==> config.mk <==
export PLATFORM = sky130hd
export DESIGN_NAME = load_unit_flat
export DESIGN_NICKNAME = d
export VERILOG_FILES = /design/src/rtl/load_unit_pkg.sv /design/src/rtl/load_unit_if.sv /design/src/rtl/extend.sv /design/src/rtl/load_align.sv /design/src/rtl/load_unit.sv /design/src/flat_wrapper.sv
export SDC_FILE = /design/constraint.sdc
export NUM_CORES = 1
export LEC_CHECK = 0
export ABC_AREA = 1
export CAP_MARGIN = 10
export CORE_MARGIN = 8
export CORE_UTILIZATION = 50
export CTS_CLUSTER_SIZE = 12
export DETAILED_ROUTE_END_ITERATION = 10
export PLACE_DENSITY = 0.89
export SETUP_SLACK_MARGIN = 0.1
export SKIP_CTS_REPAIR_TIMING = 1
export SLEW_MARGIN = 20
export SYNTH_ARGS = -nofsm -noshare
export SYNTH_HDL_FRONTEND = slang
export SYNTH_SLANG_ARGS = --single-unit
==> constraint.sdc <==
create_clock -name clk -period 7.7 [get_ports clk]
set_input_delay 2.31 -clock clk [delete_from_list [all_inputs] [get_ports clk]]
set_output_delay 2.31 -clock clk [all_outputs]
set_load 0.01 [all_outputs]
==> src/rtl/load_unit_pkg.sv <==
// load_unit_pkg: shared definitions for the load sequencer.
//   - LD_* : load funct encodings (lb, lh, lw, lbu, lhu)
//   - state_t : 2-bit sequencer state encoding
//   - TIMEOUT_DEFAULT : default ack timeout in WAIT cycles
//   - ld_fault() : alignment / illegal-funct check on a command
package load_unit_pkg;

    localparam logic [2:0] LD_LB  = 3'b000;
    localparam logic [2:0] LD_LH  = 3'b001;
    localparam logic [2:0] LD_LW  = 3'b011;
    localparam logic [2:0] LD_LBU = 3'b100;
    localparam logic [2:0] LD_LHU = 3'b101;

    localparam int TIMEOUT_DEFAULT = 15;

    typedef enum logic [1:0] {
        ST_IDLE  = 2'b00,
        ST_WAIT  = 2'b01,
        ST_FAULT = 2'b10,
        ST_DONE  = 2'b11
    } state_t;

    // True when the command cannot be issued: unknown funct, odd
    // halfword address, or a word address that is not 4-byte aligned.
    function automatic logic ld_fault(input logic [2:0] f, input logic [1:0] a);
        case (f)
            LD_LB, LD_LBU: return 1'b0;
            LD_LH, LD_LHU: return a[0];
            LD_LW:         return (a != 2'b00);
            default:       return 1'b1;
        endcase
    endfunction

endpackage

==> src/rtl/load_unit_if.sv <==
// load_unit_if: word-aligned memory read bus.
//   mem_req   : read request, held until the cycle mem_ack is seen
//   mem_addr  : word address (bits [1:0] always 00), stable while mem_req=1
//   mem_ack   : read data valid this cycle
//   mem_rdata : read word, little-endian
// Handshake: a transfer completes on the first rising edge where
// mem_req=1 and mem_ack=1; mem_ack with mem_req=0 is ignored.
interface load_unit_if;
    logic        mem_req;
    logic [31:0] mem_addr;
    logic        mem_ack;
    logic [31:0] mem_rdata;

    modport master (output mem_req, output mem_addr, input mem_ack, input mem_rdata);
    modport slave  (input mem_req, input mem_addr, output mem_ack, output mem_rdata);
endinterface

==> src/rtl/extend.sv <==
// extend: sign- or zero-extends a WIDTH-bit value to 32 bits.
//   val_i  : value to extend
//   sext_i : 1 = replicate val_i[WIDTH-1], 0 = fill with zeros
//   ext_o  : 32-bit result
module extend #(
    parameter int WIDTH = 8
) (
    input  logic [WIDTH-1:0] val_i,
    input  logic             sext_i,
    output logic [31:0]      ext_o
);
    assign ext_o = {{(32-WIDTH){sext_i & val_i[WIDTH-1]}}, val_i};
endmodule

==> src/rtl/load_align.sv <==
// load_align: combinational byte/halfword select and extension.
//   mem_rdata_i : memory word, little-endian
//   addr_lo_i   : byte offset within the word
//   funct_i     : load type (LD_* encodings)
//   value_o     : extended 32-bit load result
module load_align
    import load_unit_pkg::*;
(
    input  logic [31:0] mem_rdata_i,
    input  logic [1:0]  addr_lo_i,
    input  logic [2:0]  funct_i,
    output logic [31:0] value_o
);
    logic [7:0]  byte_sel;
    logic [15:0] half_sel;
    logic [31:0] byte_ext;
    logic [31:0] half_ext;
    logic        sext;

    // Unsigned variants have funct[2] set.
    assign sext = ~funct_i[2];

    always_comb begin
        byte_sel = mem_rdata_i[7:0];
        case (addr_lo_i)
            2'd0: byte_sel = mem_rdata_i[7:0];
            2'd1: byte_sel = mem_rdata_i[15:8];
            2'd2: byte_sel = mem_rdata_i[23:16];
            2'd3: byte_sel = mem_rdata_i[31:24];
            default: byte_sel = mem_rdata_i[7:0];
        endcase
    end

    assign half_sel = addr_lo_i[1] ? mem_rdata_i[31:16] : mem_rdata_i[15:0];

    extend #(.WIDTH(8)) u_ext_byte (
        .val_i  (byte_sel),
        .sext_i (sext),
        .ext_o  (byte_ext)
    );

    extend #(.WIDTH(16)) u_ext_half (
        .val_i  (half_sel),
        .sext_i (sext),
        .ext_o  (half_ext)
    );

    // funct[1:0]=00 is a byte load, 01 a halfword; lw passes through.
    always_comb begin
        value_o = half_ext;
        if (funct_i == LD_LW) begin
            value_o = mem_rdata_i;
        end else if (funct_i[1:0] == 2'b00) begin
            value_o = byte_ext;
        end
    end
endmodule

==> src/rtl/load_unit.sv <==
// load_unit: multi-cycle load sequencer between CPU control and memory.
//   clk, rst      : clock, asynchronous active-high reset
//   start         : one-cycle command strobe, sampled only in IDLE
//   funct, addr   : load type and byte address
//   mem           : memory read bus (master side)
//   busy          : high in every state except IDLE
//   done          : one-cycle completion pulse
//   rdata         : extended load result
//   misalign      : alignment / illegal-funct fault, held until next start
//   timeout       : no mem_ack within TIMEOUT_CYCLES, held until next start
//   dbg_state_o   : current sequencer state
module load_unit
    import load_unit_pkg::*;
#(
    parameter int TIMEOUT_CYCLES = TIMEOUT_DEFAULT
) (
    input  logic               clk,
    input  logic               rst,
    input  logic               start,
    input  logic [2:0]         funct,
    input  logic [31:0]        addr,
    load_unit_if.master        mem,
    output logic               busy,
    output logic               done,
    output logic [31:0]        rdata,
    output logic               misalign,
    output logic               timeout,
    output state_t             dbg_state_o
);
    localparam logic [7:0] TO_LIMIT = 8'(TIMEOUT_CYCLES);

    state_t      state_q;
    logic        mem_req_q;
    logic [31:0] mem_addr_q;
    logic        busy_q;
    logic        done_q;
    logic [31:0] rdata_q;
    logic        misalign_q;
    logic        timeout_q;
    logic [7:0]  cnt_q;
    logic [2:0]  funct_q;
    logic [1:0]  addr_lo_q;

    logic [7:0]  cnt_d;
    logic [31:0] rdata_d;

    assign cnt_d = cnt_q + 8'd1;

    // Extraction works on the latched command so it is stable in WAIT.
    load_align u_align (
        .mem_rdata_i (mem.mem_rdata),
        .addr_lo_i   (addr_lo_q),
        .funct_i     (funct_q),
        .value_o     (rdata_d)
    );

    always_ff @(posedge clk or posedge rst) begin
        if (rst) begin
            state_q    <= ST_IDLE;
            mem_req_q  <= 1'b0;
            mem_addr_q <= 32'd0;
            busy_q     <= 1'b0;
            done_q     <= 1'b0;
            rdata_q    <= 32'd0;
            misalign_q <= 1'b0;
            timeout_q  <= 1'b0;
            cnt_q      <= 8'd0;
            funct_q    <= LD_LB;
            addr_lo_q  <= 2'b00;
        end else begin
            case (state_q)
                ST_IDLE: begin
                    done_q <= 1'b0;
                    if (start) begin
                        funct_q    <= funct;
                        addr_lo_q  <= addr[1:0];
                        mem_addr_q <= {addr[31:2], 2'b00};
                        timeout_q  <= 1'b0;
                        cnt_q      <= 8'd0;
                        busy_q     <= 1'b1;
                        if (ld_fault(funct, addr[1:0])) begin
                            // Fault is reported in the very next cycle.
                            state_q    <= ST_FAULT;
                            misalign_q <= 1'b1;
                            done_q     <= 1'b1;
                        end else begin
                            state_q    <= ST_WAIT;
                            misalign_q <= 1'b0;
                            mem_req_q  <= 1'b1;
                        end
                    end
                end
                ST_WAIT: begin
                    if (mem.mem_ack) begin
                        rdata_q   <= rdata_d;
                        mem_req_q <= 1'b0;
                        done_q    <= 1'b1;
                        state_q   <= ST_DONE;
                    end else begin
                        cnt_q <= cnt_d;
                        if (cnt_d == TO_LIMIT) begin
                            timeout_q <= 1'b1;
                            mem_req_q <= 1'b0;
                            done_q    <= 1'b1;
                            state_q   <= ST_DONE;
                        end
                    end
                end
                ST_FAULT, ST_DONE: begin
                    done_q  <= 1'b0;
                    busy_q  <= 1'b0;
                    state_q <= ST_IDLE;
                end
                default: begin
                    state_q <= ST_IDLE;
                end
            endcase
        end
    end

    assign mem.mem_req  = mem_req_q;
    assign mem.mem_addr = mem_addr_q;
    assign busy         = busy_q;
    assign done         = done_q;
    assign rdata        = rdata_q;
    assign misalign     = misalign_q;
    assign timeout      = timeout_q;
    assign dbg_state_o  = state_q;
endmodule

==> src/flat_wrapper.sv <==
// flat-port wrapper written by rule: the top's interface ports become plain ports
module load_unit_flat import load_unit_pkg::*;
#(
    parameter int TIMEOUT_CYCLES = TIMEOUT_DEFAULT
)
  (clk, rst, start, funct, addr, busy, done, rdata, misalign, timeout, dbg_state_o, mem_mem_req, mem_mem_addr, mem_mem_ack, mem_mem_rdata);
  load_unit_if mem_i ();
  input  logic clk;
  input  logic rst;
  input  logic start;
  input  logic [2:0] funct;
  input  logic [31:0] addr;
  output logic busy;
  output logic done;
  output logic [31:0] rdata;
  output logic misalign;
  output logic timeout;
  output state_t dbg_state_o;
  output wire logic [$bits(mem_i.mem_req)-1:0] mem_mem_req;
  output wire logic [$bits(mem_i.mem_addr)-1:0] mem_mem_addr;
  input wire logic [$bits(mem_i.mem_ack)-1:0] mem_mem_ack;
  input wire logic [$bits(mem_i.mem_rdata)-1:0] mem_mem_rdata;
  assign mem_mem_req = mem_i.mem_req;
  assign mem_mem_addr = mem_i.mem_addr;
  assign mem_i.mem_ack = mem_mem_ack;
  assign mem_i.mem_rdata = mem_mem_rdata;
  load_unit #(.TIMEOUT_CYCLES(TIMEOUT_CYCLES)) u_core (.clk(clk), .rst(rst), .start(start), .funct(funct), .addr(addr), .mem(mem_i), .busy(busy), .done(done), .rdata(rdata), .misalign(misalign), .timeout(timeout), .dbg_state_o(dbg_state_o));
endmodule
==> impl_metrics.ini <==
[grt]
grt_pass1_vias = 4326
track_usage_pct = 22.2
antenna_found_initial = 0
grt_max_degree = 83
overflow = 0
grt_pass1_wl_mm = 20.9

[power_and_ir_drop]
switching_share_pct = 41.0
sequentialPowerShare_pct = 34.2
peakVddDrop_mv = 0.247
p_per_area_nw_per_um2 = 382
clkPwrFrac_pct = 12.6
power.leakage_nw = 2.94
p_int_w = 0.00133
power.switching_w = 0.000926
pwr-share-comb_pct = 53.2

[route]
routed_wl_mm = 13.0
vias = 4204
firstDrtPassIters = 7
post_drt_via_cell_ratio = 5.16
drt_iter0_drc = 268
remaining_drc_errors = 0
wl_per_cell_um = 16.0
ant_nets = 0

[timing]
clock_skew_ns = 0.0200
tightest_slew_ns = 1.02
slew_violations = 0
slew_headroom_pct = 31.8
timing.fmax_mhz = 270
final.period_utilization_pct = 48.1
fin_crit_ns = 3.71
tns_ns = 0
rsz0062_at_grt = no
setup_violations = 0
hold_viol_final = 0

[place]
gp_congestion = 0.969
dpl.hpwl_mm = 9.52
io_buffers = 139
dp_cells = 800

[finish]
area_growth_pct = 37.4
final_util_pct = 69.1
nFillCells = 686
drive_gt1_share_pct = 8.35
fin_nets = 776
diodes = 0
final_cells = 815
layout_commonest_cell = nand2_1
layout_common_cells = 235 x nand2_1, 139 x clkdlybuf4s50_1, 82 x dfrtp_1

[floorplan]
die_h_um = 109
die_x_um = 109
rows = 34
coreArea_um2 = 8550
dieArea_um2 = 11800
start_util_pct = 50.3
io_pins = 142

[worst_setup_path]
endpoint_kind = flop
worst-path-buf-inv = 2
path_cells = clkdlybuf4s50_1, inv_1, nand2_1, o21ai_0, o211ai_2, nand2_1, nand2_1, nand2_2, a21boi_0
cp_max_fo = 16
cpPeakStageDelay_ns = 0.46
r2r-end = u_core.rdata[28]
crit_slowest_cell = clkdlybuf4s50_1
start_kind = input port
crit_required_ns = 7.95
regToRegSetupSlack_ns = 5.30
critPathKind = in -> reg
path_delay_family = compound AO/OA/AOI/OAI gates
r2r_cells = 6
crit_path_frequent_cell = nand2_1
worstPathArrival_ns = 3.96
worst_r2r_startpoint = u_core.addr_lo_q[1]

[clock_network]
clkSinkCount = 82
root_buffer = clkbuf_8
tritoncts = built
htree_levels = 3
cts_made_buffers = 9
clk_latency_ns = 0.35
clock_path_buffers = 2
path_clk_slew_ns = 0.08

[yosys]
synth_cell_types = 31
synth_area_um2 = 4300
yosysWarnings = 0
synth-seq-area-share_pct = 47.7
synth_seq_cells = 82
synthCells = 574
syn_avg_cell_area_um2 = 7.49

[hold_path]
min_to = u_core.rdata[7]
hold_path.startpoint = u_core.rdata[7]
whs_path_depth = 2
hp-class = reg -> reg

[job]
maxCapViolCount = 0

[run_status]
outcome = finished clean
[worst max path at each step]
stage	start	to	cells past startpoint
finish	mem_mem_rdata[31]	u_core.rdata[28]	9
global route	mem_mem_rdata[31]	u_core.rdata[28]	9
CTS	mem_mem_rdata[31]	u_core.rdata[28]	9
detailed placement	mem_mem_rdata[31]	u_core.rdata[28]	9
global placement	mem_mem_ack	u_core.rdata[6]	8
floorplan	rst	u_core.addr_lo_q[0]	1
[logic make-up after synthesis]
kind of cell / synth area share (%)
and+or+nand+nor: 27.7
AOI/OAI and AO/OA: 14.5
buffers and inverters: 9.10
DFF: 47.7
adders and majority gates: 0.582
muxes: 0.262
other: 0.0872
[per-layer routing]
metal | track usage, % | vias up | part of all wire, %
met2 | 35.3 | 216 | 46
met5 | 0 | - | 0
met3 | 8.16 | 30 | 11
met1 | 26.9 | 1921 | 40
met4 | 9.09 | 0 | 2.5
li1 | - | 2037 | -
[through the flow]
stage                     hold WS, ns  total power (W)  area [µm²]  worst slack, ns
after floorplan                 0.514          0.00143        4310             3.28
final                           0.484          0.00226        5910             3.99
after detailed placement        0.465          0.00198        5740             3.64
after global placement          0.461          0.00193        5740             3.72
after global routing            0.511          0.00242        5910             3.82
after CTS                       0.488          0.00227        5910             4.00
[power groups by stage]
stage          clock network [W]  logic (W)  registers (W)
2_1_floorplan                  0   0.000615       0.000816
3_3_place_gp                   0    0.00117       0.000765
3_5_place_dp                   0    0.00120       0.000774
4_1_cts                 0.000291    0.00121       0.000770
5_1_grt                 0.000306    0.00132       0.000792
6_report                0.000285    0.00120       0.000772
[cell usage after synthesis]
master | instances | area share (%)
o2111ai_1 | 1 | 0.20
mux2_2 | 1 | 0.26
nand4_1 | 2 | 0.29
conb_1 | 1 | 0.087
dfrtp_1 | 82 | 48
or2_1 | 1 | 0.15
nand2_2 | 2 | 0.29
o21ai_0 | 35 | 4.1
buf_6 | 1 | 0.26
inv_1 | 65 | 5.7
o21a_1 | 1 | 0.17
o211ai_2 | 1 | 0.29
nor2_2 | 3 | 0.44
a21boi_2 | 10 | 2.6
buf_2 | 10 | 1.2
nor2_1 | 20 | 1.7
nand2_1 | 235 | 21
or2_2 | 17 | 2.5
ha_1 | 2 | 0.58
inv_2 | 3 | 0.26
clkbuf_1 | 10 | 0.87
o21ai_1 | 2 | 0.23
o211ai_1 | 8 | 1.4
nor3_2 | 1 | 0.23
a21boi_0 | 8 | 1.4
nand3_1 | 14 | 1.6
buf_4 | 4 | 0.70
o22ai_1 | 2 | 0.29
o221ai_1 | 4 | 0.81
buf_1 | 2 | 0.17
a21oi_1 | 26 | 3.0
[flip-flops by register name, indices dropped and copies added (netlist names)]
register and flops:
u_core.cnt_q 8, u_core.mem.mem_req 1, u_core.done 1, u_core.rdata 32
u_core.mem.mem_addr 30, u_core.dbg_state_o 2, u_core.busy 1, u_core.funct_q 3
u_core.addr_lo_q 2, u_core.misalign 1, u_core.timeout 1
[cell type report]
type / instances / area, µm² / share of cell area, %
inverter: 68 / 256 / 4.34
sequential: 82 / 2050 / 34.7
timing repair buffer: 144 / 1430 / 24.2
multi-input combinational: 398 / 1860 / 31.5
clock inverter: 4 / 28.8 / 0.487
tap: 108 / 135 / 2.29
clock buffer: 11 / 141 / 2.39
[worst reg2reg max path, delay by kind of cell (launching register included)]
| family | cells | cell delay [ns] |
|---|---|---|
| compound gates | 3 | 0.88 |
| flops | 1 | 1.02 |
| simple gates | 3 | 0.41 |
Power figures use the tool's default switching activity.
